--- config.mk ---
export PLATFORM = sky130hd
export DESIGN_NAME = logic_reduce_unit
export DESIGN_NICKNAME = d
export VERILOG_FILES = /design/src/rtl/logic_reduce_pkg.sv /design/src/rtl/logic_reduce_unit_bitwise_fold.sv /design/src/rtl/logic_reduce_unit.sv
export SDC_FILE = /design/constraint.sdc
export NUM_CORES = 1
export LEC_CHECK = 0
export ABC_AREA = 1
export BUFFER_PORTS_ARGS = -buffer_cell sky130_fd_sc_hd__buf_2
export CAP_MARGIN = 20
export CELL_PAD_IN_SITES_DETAIL_PLACEMENT = 1
export CELL_PAD_IN_SITES_GLOBAL_PLACEMENT = 1
export CORE_ASPECT_RATIO = 1.4
export CORE_MARGIN = 8
export CORE_UTILIZATION = 41
export DETAILED_ROUTE_END_ITERATION = 6
export HOLD_SLACK_MARGIN = 0.12
export PLACE_DENSITY_LB_ADDON = 0.1
export SYNTH_ARGS = -nofsm -noshare
export SYNTH_HDL_FRONTEND = slang
export SYNTH_HIERARCHICAL = 1
export SYNTH_SLANG_ARGS = --single-unit
--- constraint.sdc ---
create_clock -name clk -period 2.88 [get_ports clk]
set_input_delay 0.432 -clock clk [delete_from_list [all_inputs] [get_ports clk]]
set_output_delay 0.432 -clock clk [all_outputs]
set_load 0.01 [all_outputs]
--- src/rtl/logic_reduce_pkg.sv ---
// Shared definitions for the logic reduction unit.
//   - operator encodings carried on the 2-bit `op` input
//   - packet state encoding
//   - beat counter width and saturating increment helper
package logic_reduce_pkg;

  typedef enum logic [1:0] {
    OP_OR  = 2'b00,
    OP_AND = 2'b01,
    OP_XOR = 2'b10,
    OP_NOR = 2'b11
  } op_e;

  typedef enum logic {
    ST_IDLE  = 1'b0,
    ST_ACCUM = 1'b1
  } state_e;

  localparam int BEATS_W = 8;
  localparam logic [BEATS_W-1:0] BEATS_ONE = 8'd1;
  localparam logic [BEATS_W-1:0] BEATS_MAX = 8'd255;

  // Beat counter increment that sticks at the top value instead of wrapping.
  function automatic logic [BEATS_W-1:0] sat_inc(input logic [BEATS_W-1:0] count);
    logic [BEATS_W-1:0] next_count;
    if (count == BEATS_MAX) begin
      next_count = count;
    end else begin
      next_count = count + BEATS_ONE;
    end
    return next_count;
  endfunction

endpackage

--- src/rtl/logic_reduce_unit_bitwise_fold.sv ---
// Purely combinational per-beat fold of NUM_IN packed words.
// Ports:
//   data  in  NUM_IN*WIDTH  word i at [i*WIDTH +: WIDTH]
//   op    in  2             operator; NOR folds as OR (inversion is the caller's job)
//   fold  out WIDTH         bitwise fold of all words
module bitwise_fold
  import logic_reduce_pkg::*;
#(
  parameter int WIDTH  = 8,
  parameter int NUM_IN = 2
) (
  input  logic [NUM_IN*WIDTH-1:0] data,
  input  logic [1:0]              op,
  output logic [WIDTH-1:0]        fold
);

  // Fold words left to right; NOR shares the OR path so that multi-beat
  // accumulation can stay un-inverted until the final output write.
  always_comb begin
    fold = data[WIDTH-1:0];
    for (int i = 1; i < NUM_IN; i++) begin
      case (op)
        OP_AND:  fold = fold & data[i*WIDTH +: WIDTH];
        OP_XOR:  fold = fold ^ data[i*WIDTH +: WIDTH];
        OP_OR,
        OP_NOR:  fold = fold | data[i*WIDTH +: WIDTH];
        default: fold = fold | data[i*WIDTH +: WIDTH];
      endcase
    end
  end

endmodule

--- src/rtl/logic_reduce_unit.sv ---
// Registered, parametrised bitwise reduction (OR/AND/XOR/NOR) of NUM_IN
// words per beat, optionally accumulated across a multi-beat packet, with
// one result per packet behind a valid/ready handshake.
// Ports:
//   clk, rst_n           clock (rising edge), async active-low reset
//   in_valid/in_ready    input beat handshake
//   in_data              NUM_IN packed words of WIDTH bits
//   op, acc              operator and multi-beat flag, taken on a packet's first beat
//   in_last              final beat of an accumulating packet
//   out_valid/out_ready  result handshake
//   out_data, out_any    packet result and its OR-reduction
//   out_beats            beats in the packet, saturating at 255
module logic_reduce_unit
  import logic_reduce_pkg::*;
#(
  parameter int WIDTH  = 8,
  parameter int NUM_IN = 2
) (
  input  logic                    clk,
  input  logic                    rst_n,
  input  logic                    in_valid,
  output logic                    in_ready,
  input  logic [NUM_IN*WIDTH-1:0] in_data,
  input  logic [1:0]              op,
  input  logic                    acc,
  input  logic                    in_last,
  output logic                    out_valid,
  input  logic                    out_ready,
  output logic [WIDTH-1:0]        out_data,
  output logic                    out_any,
  output logic [BEATS_W-1:0]      out_beats
);

  state_e               state_r;
  logic [WIDTH-1:0]     acc_r;
  logic [1:0]           op_r;
  logic [BEATS_W-1:0]   count_r;
  logic                 out_valid_r;
  logic [WIDTH-1:0]     out_data_r;
  logic                 out_any_r;
  logic [BEATS_W-1:0]   out_beats_r;

  logic                 accept_s;
  logic [1:0]           fold_op_s;
  logic [WIDTH-1:0]     fold_s;
  logic [WIDTH-1:0]     merged_s;
  logic [WIDTH-1:0]     result_s;
  logic [BEATS_W-1:0]   beats_s;
  logic                 write_s;
  logic                 start_s;

  // Two-operand form of the operator, used to merge a beat into the accumulator.
  function automatic logic [WIDTH-1:0] combine(input logic [WIDTH-1:0] a,
                                               input logic [WIDTH-1:0] b,
                                               input logic [1:0]       o);
    logic [WIDTH-1:0] r;
    case (o)
      OP_AND:  r = a & b;
      OP_XOR:  r = a ^ b;
      OP_OR,
      OP_NOR:  r = a | b;
      default: r = a | b;
    endcase
    return r;
  endfunction

  // Uniform ready rule: only out_ready reaches in_ready combinationally.
  assign in_ready  = !out_valid_r || out_ready;
  assign accept_s  = in_valid && in_ready;

  assign out_valid = out_valid_r;
  assign out_data  = out_data_r;
  assign out_any   = out_any_r;
  assign out_beats = out_beats_r;

  // Operator selection for the per-beat fold: a packet in flight keeps the
  // operator it started with, regardless of what is presented now.
  always_comb begin
    fold_op_s = op;
    if (state_r == ST_ACCUM) begin
      fold_op_s = op_r;
    end else begin
      fold_op_s = op;
    end
  end

  bitwise_fold #(
    .WIDTH  (WIDTH),
    .NUM_IN (NUM_IN)
  ) u_fold (
    .data (in_data),
    .op   (fold_op_s),
    .fold (fold_s)
  );

  // Next packet value, beat count, and whether this cycle writes a result.
  always_comb begin
    merged_s = fold_s;
    beats_s  = BEATS_ONE;
    write_s  = 1'b0;
    start_s  = 1'b0;
    result_s = fold_s;
    if (state_r == ST_ACCUM) begin
      merged_s = combine(acc_r, fold_s, op_r);
      beats_s  = sat_inc(count_r);
      write_s  = accept_s && in_last;
    end else begin
      merged_s = fold_s;
      beats_s  = BEATS_ONE;
      write_s  = accept_s && (!acc || in_last);
      start_s  = accept_s && acc && !in_last;
    end
    // NOR is carried as OR through accumulation; invert only here.
    if (fold_op_s == OP_NOR) begin
      result_s = ~merged_s;
    end else begin
      result_s = merged_s;
    end
  end

  // Packet FSM together with the registered output stage.
  always_ff @(posedge clk or negedge rst_n) begin
    if (!rst_n) begin
      state_r     <= ST_IDLE;
      acc_r       <= {WIDTH{1'b0}};
      op_r        <= 2'b00;
      count_r     <= {BEATS_W{1'b0}};
      out_valid_r <= 1'b0;
      out_data_r  <= {WIDTH{1'b0}};
      out_any_r   <= 1'b0;
      out_beats_r <= {BEATS_W{1'b0}};
    end else begin
      case (state_r)
        ST_IDLE: begin
          if (start_s) begin
            acc_r   <= fold_s;
            op_r    <= op;
            count_r <= BEATS_ONE;
            state_r <= ST_ACCUM;
          end else begin
            state_r <= ST_IDLE;
          end
        end
        ST_ACCUM: begin
          if (accept_s) begin
            acc_r   <= merged_s;
            count_r <= beats_s;
            if (in_last) begin
              state_r <= ST_IDLE;
            end else begin
              state_r <= ST_ACCUM;
            end
          end else begin
            state_r <= ST_ACCUM;
          end
        end
        default: begin
          state_r <= ST_IDLE;
        end
      endcase

      // A new write wins over release so back-to-back results leave no bubble.
      if (write_s) begin
        out_valid_r <= 1'b1;
        out_data_r  <= result_s;
        out_any_r   <= |result_s;
        out_beats_r <= beats_s;
      end else if (out_valid_r && out_ready) begin
        out_valid_r <= 1'b0;
      end else begin
        out_valid_r <= out_valid_r;
      end
    end
  end

endmodule

# Word level (Yosys, flattened, before mapping)
# Cells that the tools add are included.
[op_classes] add_sub_neg=1 eq_ne=9 muxes=21 bitwise=8 n_reduce_logical=19
[op_table] operator="$mux W8" n=8
[op_table] operator="$pmux W8 S3" n=2
[op_table] operator="$pmux W8 S2" n=2
[op_table] operator="$and A8 B8 Y8" n=2
[op_table] operator="$or A8 B8 Y8" n=2
[op_table] operator="$xor A8 B8 Y8" n=2
[op_table] operator="$add A8 B1 Y8 const B" n=1
[op_table] operator="$eq A2 B2 Y1 const B" n=4
[op_table] operator="$eq A8 B8 Y1 const B" n=1
[op_table] operator="$not A8 Y8" n=1
[op_table] operator="$reduce_or A8 Y1" n=1
[op_table] operator="$mux W1" n=7
[op_table] operator="$logic_and A1 B1 Y1" n=6
[op_table] operator="$eq A2 B1 Y1 const B" n=2
[op_table] operator="$logic_not A2 Y1" n=2
[op_table] operator="$reduce_and A2 Y1" n=2
[op_table] operator="$reduce_or A2 Y1" n=2
[op_table] operator="$logic_not A1 Y1" n=3
[op_table] operator="$logic_or A1 B1 Y1" n=2
[op_table] operator="$mux W2" n=1
[op_table] operator="$ne A2 B1 Y1 const B" n=1
[op_table] operator="$ne A2 B2 Y1 const B" n=1
[op_table] operator="$pmux W1 S2" n=1
[op_table] operator="$reduce_bool A2 Y1" n=1
[op_table] operator="$not A1 Y1" n=1
[totals] register_bits=37

# Depth between registers and ports, before layout
[logic_depth] ltp_word=10 mapped_depth=24 depth_no_buf=23

# Cells and area by module
# Netlist, hierarchy kept.
[by_module_without_submodules] module="logic_reduce_unit" instances=1 cells_each=328 area_per_inst_um2=2344.7
[by_module_without_submodules] module="bitwise_fold" instances=1 cells_each=96 area_per_inst_um2=533.0

# Least setup slack after synthesis
# OpenSTA, ideal clock, no wires.
[synth_timing] kind="input -> register" start="in op[0]" end="reg out_any_r, in the netlist out_any" arrival_ns=2.317 required_ns=2.764 slack_ns=0.447 path_stages=23 cell_sequence="inv_1 o21ai_0 inv_1 ha_1 buf_4 nand2_1 nand2_1 nand2_1 nand2_1 inv_1 ha_1 nand2_1 nand2_1 nand2_1 nand2_1 nand2_1 nand2_1 nand2_1 nand2_1 nor2_1 nand2_1 nand2_1 nand2_1"
[synth_via] elab_chain_len=10
[synth_rtl] element="start, declared" line="logic_reduce_unit.sv:24" rtl="input logic [1:0] op,"
[synth_rtl] element="$mux W2 *" line="logic_reduce_unit.sv:80" rtl="if (state_r == ST_ACCUM) begin"
[synth_rtl] element="net fold_op_s[0]" line="logic_reduce_unit.sv:44" rtl="logic [1:0] fold_op_s;"
[synth_rtl] element="$eq A2 B2 Y1 / $logic_not A2 Y1 (equally long branches)" line="logic_reduce_unit_bitwise_fold.sv:22" rtl="case (op)"
[synth_rtl] element="$reduce_or A2 Y1" line="logic_reduce_unit_bitwise_fold.sv:22"
[synth_rtl] element="$pmux W8 S3 *" line="logic_reduce_unit_bitwise_fold.sv:22"
[synth_rtl] element="net fold_s[3]" line="logic_reduce_unit.sv:45" rtl="logic [WIDTH-1:0] fold_s;"
[synth_rtl] element="$or A8 B8 Y8 (tied with other cells)"
[synth_rtl] element="$pmux W8 S3" line="logic_reduce_unit.sv:57" rtl="case (o)"
[synth_rtl] element="$mux W8 *" line="logic_reduce_unit.sv:103" rtl="if (state_r == ST_ACCUM) begin"
[synth_rtl] element="$not A8 Y8" line="logic_reduce_unit.sv:115" rtl="result_s = ~merged_s;"
[synth_rtl] element="$mux W8 *" line="logic_reduce_unit.sv:114" rtl="if (fold_op_s == OP_NOR) begin"
[synth_rtl] element="$reduce_or A8 Y1 *" line="logic_reduce_unit.sv:166" rtl="out_any_r <= |result_s;"
[synth_rtl] element="end signal, assigned" line="logic_reduce_unit.sv:166"
[synth_rtl] element="end, declared" line="logic_reduce_unit.sv:40" rtl="logic out_any_r;"
# The timed path passes the listed nets; every way through them passes the cells marked *.
# A chain may end at the register's enable or synchronous reset.

# Worst setup path in the final report
[layout_timing] start="reg state_r" end="reg out_any_r, in the netlist out_any"
[layout_via] elab_chain_len=10
[layout_rtl] element="start, declared" line="logic_reduce_unit.sv:34" rtl="state_e state_r;"
[layout_rtl] element="start signal, assigned" line="logic_reduce_unit.sv:124" rtl="state_r <= ST_IDLE;"
[layout_rtl] element="start signal, assigned" line="logic_reduce_unit.sv:139" rtl="state_r <= ST_ACCUM;"
[layout_rtl] element="start signal, assigned" line="logic_reduce_unit.sv:141" rtl="state_r <= ST_IDLE;"
[layout_rtl] element="$mux W2 *" line="logic_reduce_unit.sv:80"
[layout_rtl] element="net fold_op_s[1]" line="logic_reduce_unit.sv:44"
[layout_rtl] element="$eq A2 B2 Y1 / $logic_not A2 Y1 (equally long branches)" line="logic_reduce_unit_bitwise_fold.sv:22"
[layout_rtl] element="$reduce_or A2 Y1" line="logic_reduce_unit_bitwise_fold.sv:22"
[layout_rtl] element="$pmux W8 S3 *" line="logic_reduce_unit_bitwise_fold.sv:22"
[layout_rtl] element="net fold_s[7]" line="logic_reduce_unit.sv:45"
[layout_rtl] element="$or A8 B8 Y8 (tied with other cells)"
[layout_rtl] element="$pmux W8 S3" line="logic_reduce_unit.sv:57"
[layout_rtl] element="$mux W8 *" line="logic_reduce_unit.sv:103"
[layout_rtl] element="$not A8 Y8" line="logic_reduce_unit.sv:115"
[layout_rtl] element="$mux W8 *" line="logic_reduce_unit.sv:114"
[layout_rtl] element="$reduce_or A8 Y1 *" line="logic_reduce_unit.sv:166"
# Marks and branches as above.

==> results_dict.tcl <==
set metrics [dict create \
    areaGrowthSynthToFinish_pct 15.7 \
    fillers 955 \
    drt_first_pass_iters 4 \
    fp.dieH_um 115 \
    path_max_fanout 8 \
    num_vias 2672 \
    cts_buffers 5 \
    wl_per_cell_um 13.1 \
    finalSetupTns_ps 0 \
    critical_path_required_ps 3090 \
    track_usage 0.163 \
    power_density_nw_per_um2 800 \
    grt_util_met3 0.0272 \
    max_freq_mhz 378 \
    htreeDepth 2 \
    setup_viol 0 \
    first_global_vias 2857 \
    port_buffers 42 \
    dieArea_um2 9990 \
    period_needed_ps 2640 \
    worst_slew_pin_slew_ps 877 \
    drv_cap 0 \
    fin_crit_sh 0.917 \
    drc 0 \
    critPathMostFrequentCell "nand2_1" \
    cts_tree "done" \
    avgSynthCellArea_um2 6.79 \
    cp_cell_sequence "o21ai_1 > inv_1 > ha_1 > inv_2 > nand2_1 > nand2_1 > inv_1 > ha_1 > nand2_1 > nand3_1 > nand2_1 > nand2_1 > nand2_1 > nand2_1 > nand2_1 > nor2_1 > nand2_1 > nand2_1 > nand2_1" \
    critPathArrivalTime_ps 2850 \
    grt_start_max_net_pins 38 \
    syn-instance-count 424 \
    dp_hpwl_mm 5.85 \
    top_usage_layer "met2" \
    nets 528 \
    path_class "reg -> reg" \
    post_synth_num_cell_types 23 \
    die_w_um 86.8 \
    viasPerCell 4.75 \
    crit_slowest_cell "dfrtp_1" \
    layout_common_cells "nand2_1, inv_1, buf_2, dfrtp_1, ha_1" \
    synth_warnings 6 \
    hp-class "in -> async" \
    finClkSkew_ps 4.96 \
    p_leak_uw 0.00196 \
    status "complete, no violations" \
    final_common_cell "nand2_1" \
    synth_nets 485 \
    hold_violations 0 \
    grt.overflow.total 0 \
    place_congestion 0.849 \
    max_stage_delay_ps 430 \
    drive_gt1_frac 0.147 \
    end_kind "flop" \
    antenna_cells 0 \
    fp-row-count 36 \
    drt_iter0_markers 56 \
    path_clk_slew_ps 80 \
    layout_setup_ws_ps 238 \
    ys_ff_latch 37 \
    cts_buffer_depth 2 \
    place_ws_ps -50.0 \
    grtUsageMet1 0.160 \
    finalMaxSlewViolations 0 \
    peakVddDrop_mv 0.287 \
    ant_nets 0 \
    ys_seq_area_frac 0.322 \
    postCtsSetupRepairBufs 0 \
    clock_latency_ps 310 \
    routed_wl_mm 7.40 \
    use_met2 0.320 \
    cts_sinks 37 \
    grt_pass1_wl_mm 12.8 \
    cts_root_buffer "clkbuf_8" \
    start_util 0.418 \
    io_pins 43 \
    slew_headroom 0.415 \
    startpoint_type "flop" \
    synth.cell_area_um2 2880 \
    core_area_um2 6890 \
    antenna_found_initial 0 \
]
## area by class of cell
type                    count  area, um^2  share of cell area
repair buffers             50         270              0.0812
clock inverters             3        65.1              0.0195
clock buffers               5        68.8              0.0207
multi-input cells         303        1620               0.486
well taps                  95         119              0.0357
flip-flops and latches     37         926               0.278
inverters                  70         263              0.0789
## sequential cells by signal (all words and copies together), names as in the netlist
signal,flops
count_r,8
out_data,8
state_r,1
op_r,2
out_valid,1
out_beats,8
out_any,1
acc_r,8
## path summary, 6_finish.rpt
path,endpoint,cells after the start,start,slack (ps)
setup / recovery,out_any$_DFFE_PN0P_,19,state_r$_DFF_PN0_,240
hold / removal,out_beats[5]$_DFFE_PN0P_,1,rst_n,230
setup reg to reg,out_any$_DFFE_PN0P_,19,state_r$_DFF_PN0_,240
hold reg to reg,out_data[2]$_DFFE_PN0P_,2,out_data[2]$_DFFE_PN0P_,480
max in group asynchronous,out_beats[7]$_DFFE_PN0P_,1,rst_n,2090
min in group clk,out_valid$_DFFE_PN0P_,4,out_ready,400
## power breakdown
part / switching, uW / total, uW / internal, uW / leakage (uW)
Combinational: 824 / 1310 / 487 / 0.00141
Sequential: 116 / 796 / 680 / 0.000478
Clock: 212 / 556 / 344 / 0.0000681
Total: 1150 / 2660 / 1510 / 0.00196
## routing by layer
| metal | up-vias | part of all wire |
|---|---|---|
| li1 | 1378 | - |
| met5 | - | 0 |
| met1 | 1253 | 0.40 |
| met2 | 32 | 0.55 |
| met4 | 0 | 0.020 |
| met3 | 9 | 0.023 |
## worst max-delay path, delay by kind of cell (launching register included)
family | cells | cell delay (ps)
flops | 1 | 430
simple gates | 13 | 1060
fa+ha+maj | 2 | 500
compound gates | 1 | 300
buf+inv | 3 | 280
## logic make-up after synthesis
family,after synthesis,synth area share
xor gates and xnor gates,2,0.00609
DFF,37,0.322
adders and majority gates,37,0.161
buffers and inverters,84,0.120
AOI/OAI and AO/OA,49,0.0900
and+or+nand+nor,215,0.301
## timing repair
action                                  CTS  global route
gates resized for setup                   0             4
endpoints found under the setup margin    0             2
hold buffers                              0             0
## Yosys cell counts
cell type    n  share of area
nand2_1    174           0.23
inv_1       66          0.086
dfrtp_1     37           0.32
ha_1        37           0.16
o21ai_0     36          0.063
nand3_1     21          0.037
nor2_1      15          0.020
a21oi_1      6          0.010
clkbuf_1     5         0.0065
buf_2        4         0.0070
inv_2        4         0.0052
buf_4        3         0.0078
o21ai_1      3         0.0052
buf_6        2         0.0078
o21ai_2      2         0.0061
xor2_1       2         0.0061
a21oi_2      1         0.0030
nand2_2      1         0.0022
nand4_1      1         0.0022
nand4_4      1         0.0074
nor2_4       1         0.0039
nor4_1       1         0.0022
o211ai_1     1         0.0026
## metrics by stage
step	cell area, um^2	hold WS (ps)	util	power (uW)	std cells
2_1_floorplan	2880	136	-	1710	424
3_3_place_gp	3180	462	0.462	2070	555
3_5_place_dp	3180	468	0.462	2130	555
4_1_cts	3320	260	0.481	2710	563
5_1_grt	3330	301	0.483	2960	563
6_report	3330	230	0.483	2660	563
Note: power is estimated with default switching activity, not from simulation.
